===== src/rtl/ram_port_arbiter.sv =====
// ram_port_arbiter
// Two-requester round-robin arbiter in front of a single-port synchronous RAM.
// Each edge it samples the requests, picks at most one winner and registers
// the winner's command onto the RAM port together with a one-cycle grant
// pulse. Read data comes back one cycle after the grant cycle and is steered
// to the requester that issued the read.
//
// Ports
//   clk              system clock, rising edge
//   rst              synchronous active-high reset
//   req0/req1        access requests
//   we0/we1          1 = write, 0 = read (stable while requesting)
//   addr0/addr1      word addresses (stable while requesting)
//   wdata0/wdata1    write data (stable while requesting)
//   gnt0/gnt1        registered one-cycle grant pulses
//   rvalid0/rvalid1  read data valid, one cycle after a read grant
//   rdata0/rdata1    read data, zero whenever the matching rvalid is low
//   ram_we           registered RAM write enable
//   ram_addr         registered RAM address
//   ram_data         registered RAM write data
//   ram_q            RAM read data, valid one cycle after ram_addr
module ram_port_arbiter #(
  parameter int ADDR_WIDTH = 6,
  parameter int DATA_WIDTH = 8,
  parameter int DEPTH      = 64
) (
  input  logic                  clk,
  input  logic                  rst,
  input  logic                  req0,
  input  logic                  req1,
  input  logic                  we0,
  input  logic                  we1,
  input  logic [ADDR_WIDTH-1:0] addr0,
  input  logic [ADDR_WIDTH-1:0] addr1,
  input  logic [DATA_WIDTH-1:0] wdata0,
  input  logic [DATA_WIDTH-1:0] wdata1,
  output logic                  gnt0,
  output logic                  gnt1,
  output logic                  rvalid0,
  output logic                  rvalid1,
  output logic [DATA_WIDTH-1:0] rdata0,
  output logic [DATA_WIDTH-1:0] rdata1,
  output logic                  ram_we,
  output logic [ADDR_WIDTH-1:0] ram_addr,
  output logic [DATA_WIDTH-1:0] ram_data,
  input  logic [DATA_WIDTH-1:0] ram_q
);

  // The address bus must be able to reach every RAM word.
  if (DEPTH > (1 << ADDR_WIDTH)) begin : g_depth_check
    $error("ram_port_arbiter: DEPTH does not fit in ADDR_WIDTH");
  end

  logic [1:0]            req_vec;
  logic [1:0]            elig;
  logic [1:0]            gnt_reg;
  logic [1:0]            gnt_next;
  logic [1:0]            rvalid_reg;
  logic [1:0]            rvalid_next;
  logic                  ptr_reg;      // last winner
  logic                  ptr_next;
  logic                  win_valid;
  logic                  win_sel;
  logic                  ram_we_reg;
  logic                  ram_we_next;
  logic [ADDR_WIDTH-1:0] ram_addr_reg;
  logic [ADDR_WIDTH-1:0] ram_addr_next;
  logic [DATA_WIDTH-1:0] ram_data_reg;
  logic [DATA_WIDTH-1:0] ram_data_next;
  logic [DATA_WIDTH-1:0] rdata_vec [2];

  assign req_vec = {req1, req0};

  // A requester being granted this cycle still holds its request, so it is
  // masked out; this is what limits a lone requester to every other cycle.
  for (genvar gi = 0; gi < 2; gi++) begin : g_port
    assign elig[gi]      = req_vec[gi] & ~gnt_reg[gi];
    assign rdata_vec[gi] = rvalid_reg[gi] ? ram_q : '0;
  end

  always_comb begin
    win_valid     = |elig;
    // On a tie the requester that did not win last time goes first.
    win_sel       = (elig == 2'b11) ? ~ptr_reg : elig[1];
    gnt_next      = 2'b00;
    ptr_next      = ptr_reg;
    ram_we_next   = 1'b0;
    ram_addr_next = ram_addr_reg;
    ram_data_next = ram_data_reg;
    // The RAM returns data one cycle after the command, i.e. one cycle after
    // the grant cycle, so rvalid trails a read grant by exactly one cycle.
    rvalid_next   = gnt_reg & {2{~ram_we_reg}};
    if (win_valid) begin
      gnt_next      = win_sel ? 2'b10 : 2'b01;
      ptr_next      = win_sel;
      ram_we_next   = win_sel ? we1 : we0;
      ram_addr_next = win_sel ? addr1 : addr0;
      ram_data_next = win_sel ? wdata1 : wdata0;
    end
  end

  always_ff @(posedge clk) begin
    if (rst) begin
      gnt_reg      <= 2'b00;
      rvalid_reg   <= 2'b00;
      ptr_reg      <= 1'b1;   // requester 0 wins the first tie
      ram_we_reg   <= 1'b0;
      ram_addr_reg <= '0;
      ram_data_reg <= '0;
    end else begin
      gnt_reg      <= gnt_next;
      rvalid_reg   <= rvalid_next;
      ptr_reg      <= ptr_next;
      ram_we_reg   <= ram_we_next;
      ram_addr_reg <= ram_addr_next;
      ram_data_reg <= ram_data_next;
    end
  end

  assign gnt0     = gnt_reg[0];
  assign gnt1     = gnt_reg[1];
  assign rvalid0  = rvalid_reg[0];
  assign rvalid1  = rvalid_reg[1];
  assign rdata0   = rdata_vec[0];
  assign rdata1   = rdata_vec[1];
  assign ram_we   = ram_we_reg;
  assign ram_addr = ram_addr_reg;
  assign ram_data = ram_data_reg;

endmodule

===== config.mk =====
export PLATFORM = sky130hd
export DESIGN_NAME = ram_port_arbiter
export DESIGN_NICKNAME = d
export VERILOG_FILES = /design/src/rtl/ram_port_arbiter.sv
export SDC_FILE = /design/constraint.sdc
export NUM_CORES = 1
export LEC_CHECK = 0
export ABC_AREA = 1
export CAP_MARGIN = 25
export CORE_MARGIN = 8
export CORE_UTILIZATION = 35
export DETAILED_ROUTE_END_ITERATION = 7
export GPL_ROUTABILITY_DRIVEN = 0
export PLACE_DENSITY = 0.8
export SLEW_MARGIN = 20
export SYNTH_ARGS = -nofsm -noshare
export SYNTH_HDL_FRONTEND = slang
export SYNTH_SLANG_ARGS = --single-unit

===== constraint.sdc =====
create_clock -name clk -period 1.3 [get_ports clk]
set_input_delay 0.26 -clock clk [delete_from_list [all_inputs] [get_ports clk]]
set_output_delay 0.26 -clock clk [all_outputs]
set_load 0.02 [all_outputs]

==> flow_metrics.tcl <==
set metrics [dict create \
    portBuffers 76 \
    cts_tree "yes" \
    grt_max_degree 20 \
    fin_nets 305 \
    placementRows 20 \
    synth_cell_types 17 \
    setup_violations 0 \
    mappedNetlistArea_mm2 0.001110 \
    diodes 0 \
    met2RoutedLength_mm 1.474 \
    cp_data_arrival_time_ps 1010 \
    wl_per_cell_um 11.37 \
    synth_area_per_cell_um2 6.200 \
    first_pass_iters 3 \
    slowest_stage "clkdlybuf4s50_1" \
    final_max_slew_viol_count 0 \
    ys_ff_latch 20 \
    syn2layout_area_growth_pct 75.20 \
    drc_errors 0 \
    relSlewSlack_pct 80.84 \
    cp-end-kind "primary output" \
    gr-total-overflow 0 \
    max_cap_viol_count 0 \
    finalCritPeriodShare_pct 97.86 \
    path_clk_slew_ps 100 \
    die_x_um 72.31 \
    die_area_mm2 0.005229 \
    r2r_start "gnt_reg[1]" \
    rsz0062_at_grt "true" \
    powerDensity_mw_per_mm2 798.5 \
    reg2reg_to "ram_addr[0]" \
    cts-buffers-inserted 3 \
    first_global_vias 1249 \
    clock_latency_ps 290 \
    worstSetupStartpoint "ram_q[5]" \
    path_max_fanout 2 \
    ys_seq_area_share_pct 36.08 \
    core_area_mm2 0.003028 \
    root_buffer "clkbuf_4" \
    max-clock-path-buffers 2 \
    vias 1289 \
    cts_num_sinks 20 \
    r2r_cells 8 \
    grtUsageTotal_pct 13.05 \
    dp_cells 301 \
    fin_cells 305 \
    period_needed_ps 1272 \
    drive_gt1_share_pct 16.48 \
    grt_pass1_wl_mm 5.402 \
    regToRegSetupSlack_ps 160 \
    route.met3.wl_um 438 \
    worstPathCellList "clkdlybuf4s50_1 > nand2_1 > inv_1 > buf_2" \
    peakVddDrop_uv 407.9 \
    antenna_found_initial 0 \
    num-fill-cells 306 \
    hold_viol 0 \
    synth.net_count 221 \
    routed_wl_mm 3.467 \
    crit_required_ps 1040 \
    fmax_mhz 786.1 \
    crit_end "rdata1[5]" \
    h-tree-depth 1 \
    postRouteAntennaNets 0 \
    fin_skew_ps 8.987 \
    largest_reg_flops 8 \
    timing.hold.ws_ps 437.3 \
    hold_path.class "reg2reg" \
    top_layer "met4" \
    initial_core_util_pct 36.65 \
    hold_buffers 0 \
    path_class "in2out" \
    worst_slew_pin_slew_ps 286.5 \
    dpl.hpwl_mm 2.848 \
    critPathMaxStageDelay_ps 490 \
    die_height_um 72.31 \
    p_leak_nw 1.160 \
    status "finished clean" \
    via_per_inst 4.226 \
    yosys_warnings 0 \
    ios 77 \
    critPathLaunchType "primary input" \
    drt_iter0_drc 51 \
    netlist_instances 179 \
    wl_met1_mm 1.530 \
]
[cell families after synthesis]
kind of cell / Yosys count / synth area share (%)
compound gates: 2 / 1.917
simple gates: 102 / 41.60
flops: 20 / 36.08
buf+inv: 55 / 20.41
[worst max-delay path, delay by kind of cell]
family	cells	cell delay (ps)
buf+inv	3	700
simple gates	1	60
[stage by stage]
stage	area, µm²	worst slack, ps	utilization (%)	total power [W]	setup TNS (ps)
5_1_grt	1944	-9.918	64.21	0.001652	-18.71
6_report	1944	27.87	64.21	0.001553	0
4_1_cts	1884	12.80	62.23	0.001552	0
3_5_place_dp	1959	-430.9	64.71	0.001324	-10160
3_3_place_gp	1959	-412.4	64.71	0.001312	-9407
2_1_floorplan	1110	132.3	-	0.0009934	0
[cell type report]
class	count	area (µm²)	share of cell area, %
inverters	48	180.2	9.266
well taps	44	55.05	2.831
flip-flops and latches	20	405.4	20.85
repair buffers	86	795.8	40.93
clock buffers	3	22.52	1.158
multi-input cells	104	485.5	24.97
[layout by cell type, fill, tap and decap left out, drive strengths merged]
cell type      instances
dlygate4sd2           12
clkdlybuf4s50         41
clkbuf                 3
dfxtp                 20
buf                   27
nor2                   5
clkdlybuf4s15          6
inv                   48
nand3                 29
nor3                   2
a21oi                  2
and2                   1
nand2                 65
[power breakdown]
part / switching (W) / internal [W]
combinational: 0.000291 / 0.000279
sequential: 0.0000292 / 0.000671
clock: 0.000175 / 0.000108
[layer usage]
layer | track usage [%] | vias up
met5 | 0 | -
met4 | 4.762 | 0
met3 | 7.989 | 2
met2 | 20.66 | 58
met1 | 13.78 | 546
li1 | - | 683
[worst min-delay path by stage]
stage,startpoint,endpoint,slack [ps],cells after the start
floorplan,rst,gnt_reg[1],330,1
global placement,ram_data[2],ram_data[2],440,2
detailed placement,ram_we,rvalid_reg[1],440,1
CTS,ram_we,rvalid_reg[1],440,1
global route,ram_we,rvalid_reg[1],460,1
finish,ram_we,rvalid_reg[1],440,1
[what timing repair did]
action,in CTS,in global routing
gates resized for setup,88,21
pin swaps,0,1
setup endpoints to repair,35,28
setup buffers,0,1
[cell usage after synthesis]
| cell type | instances | area, µm² |
|---|---|---|
| nand2_1 | 60 | 225.2 |
| inv_1 | 48 | 180.2 |
| nand3_1 | 28 | 140.1 |
| dfxtp_1 | 20 | 400.4 |
| nand2_2 | 4 | 25.02 |
| buf_4 | 3 | 22.52 |
| nor2_1 | 3 | 11.26 |
| clkbuf_1 | 2 | 7.510 |
| nor2_4 | 2 | 22.52 |
| nor3_1 | 2 | 10.01 |
| a21oi_1 | 1 | 5.000 |
| a21oi_4 | 1 | 16.27 |
| and2_1 | 1 | 6.260 |
| buf_2 | 1 | 5.000 |
| buf_6 | 1 | 11.26 |
| nand2_4 | 1 | 11.26 |
| nand3_2 | 1 | 10.01 |
(Power assumes the default switching activity.)
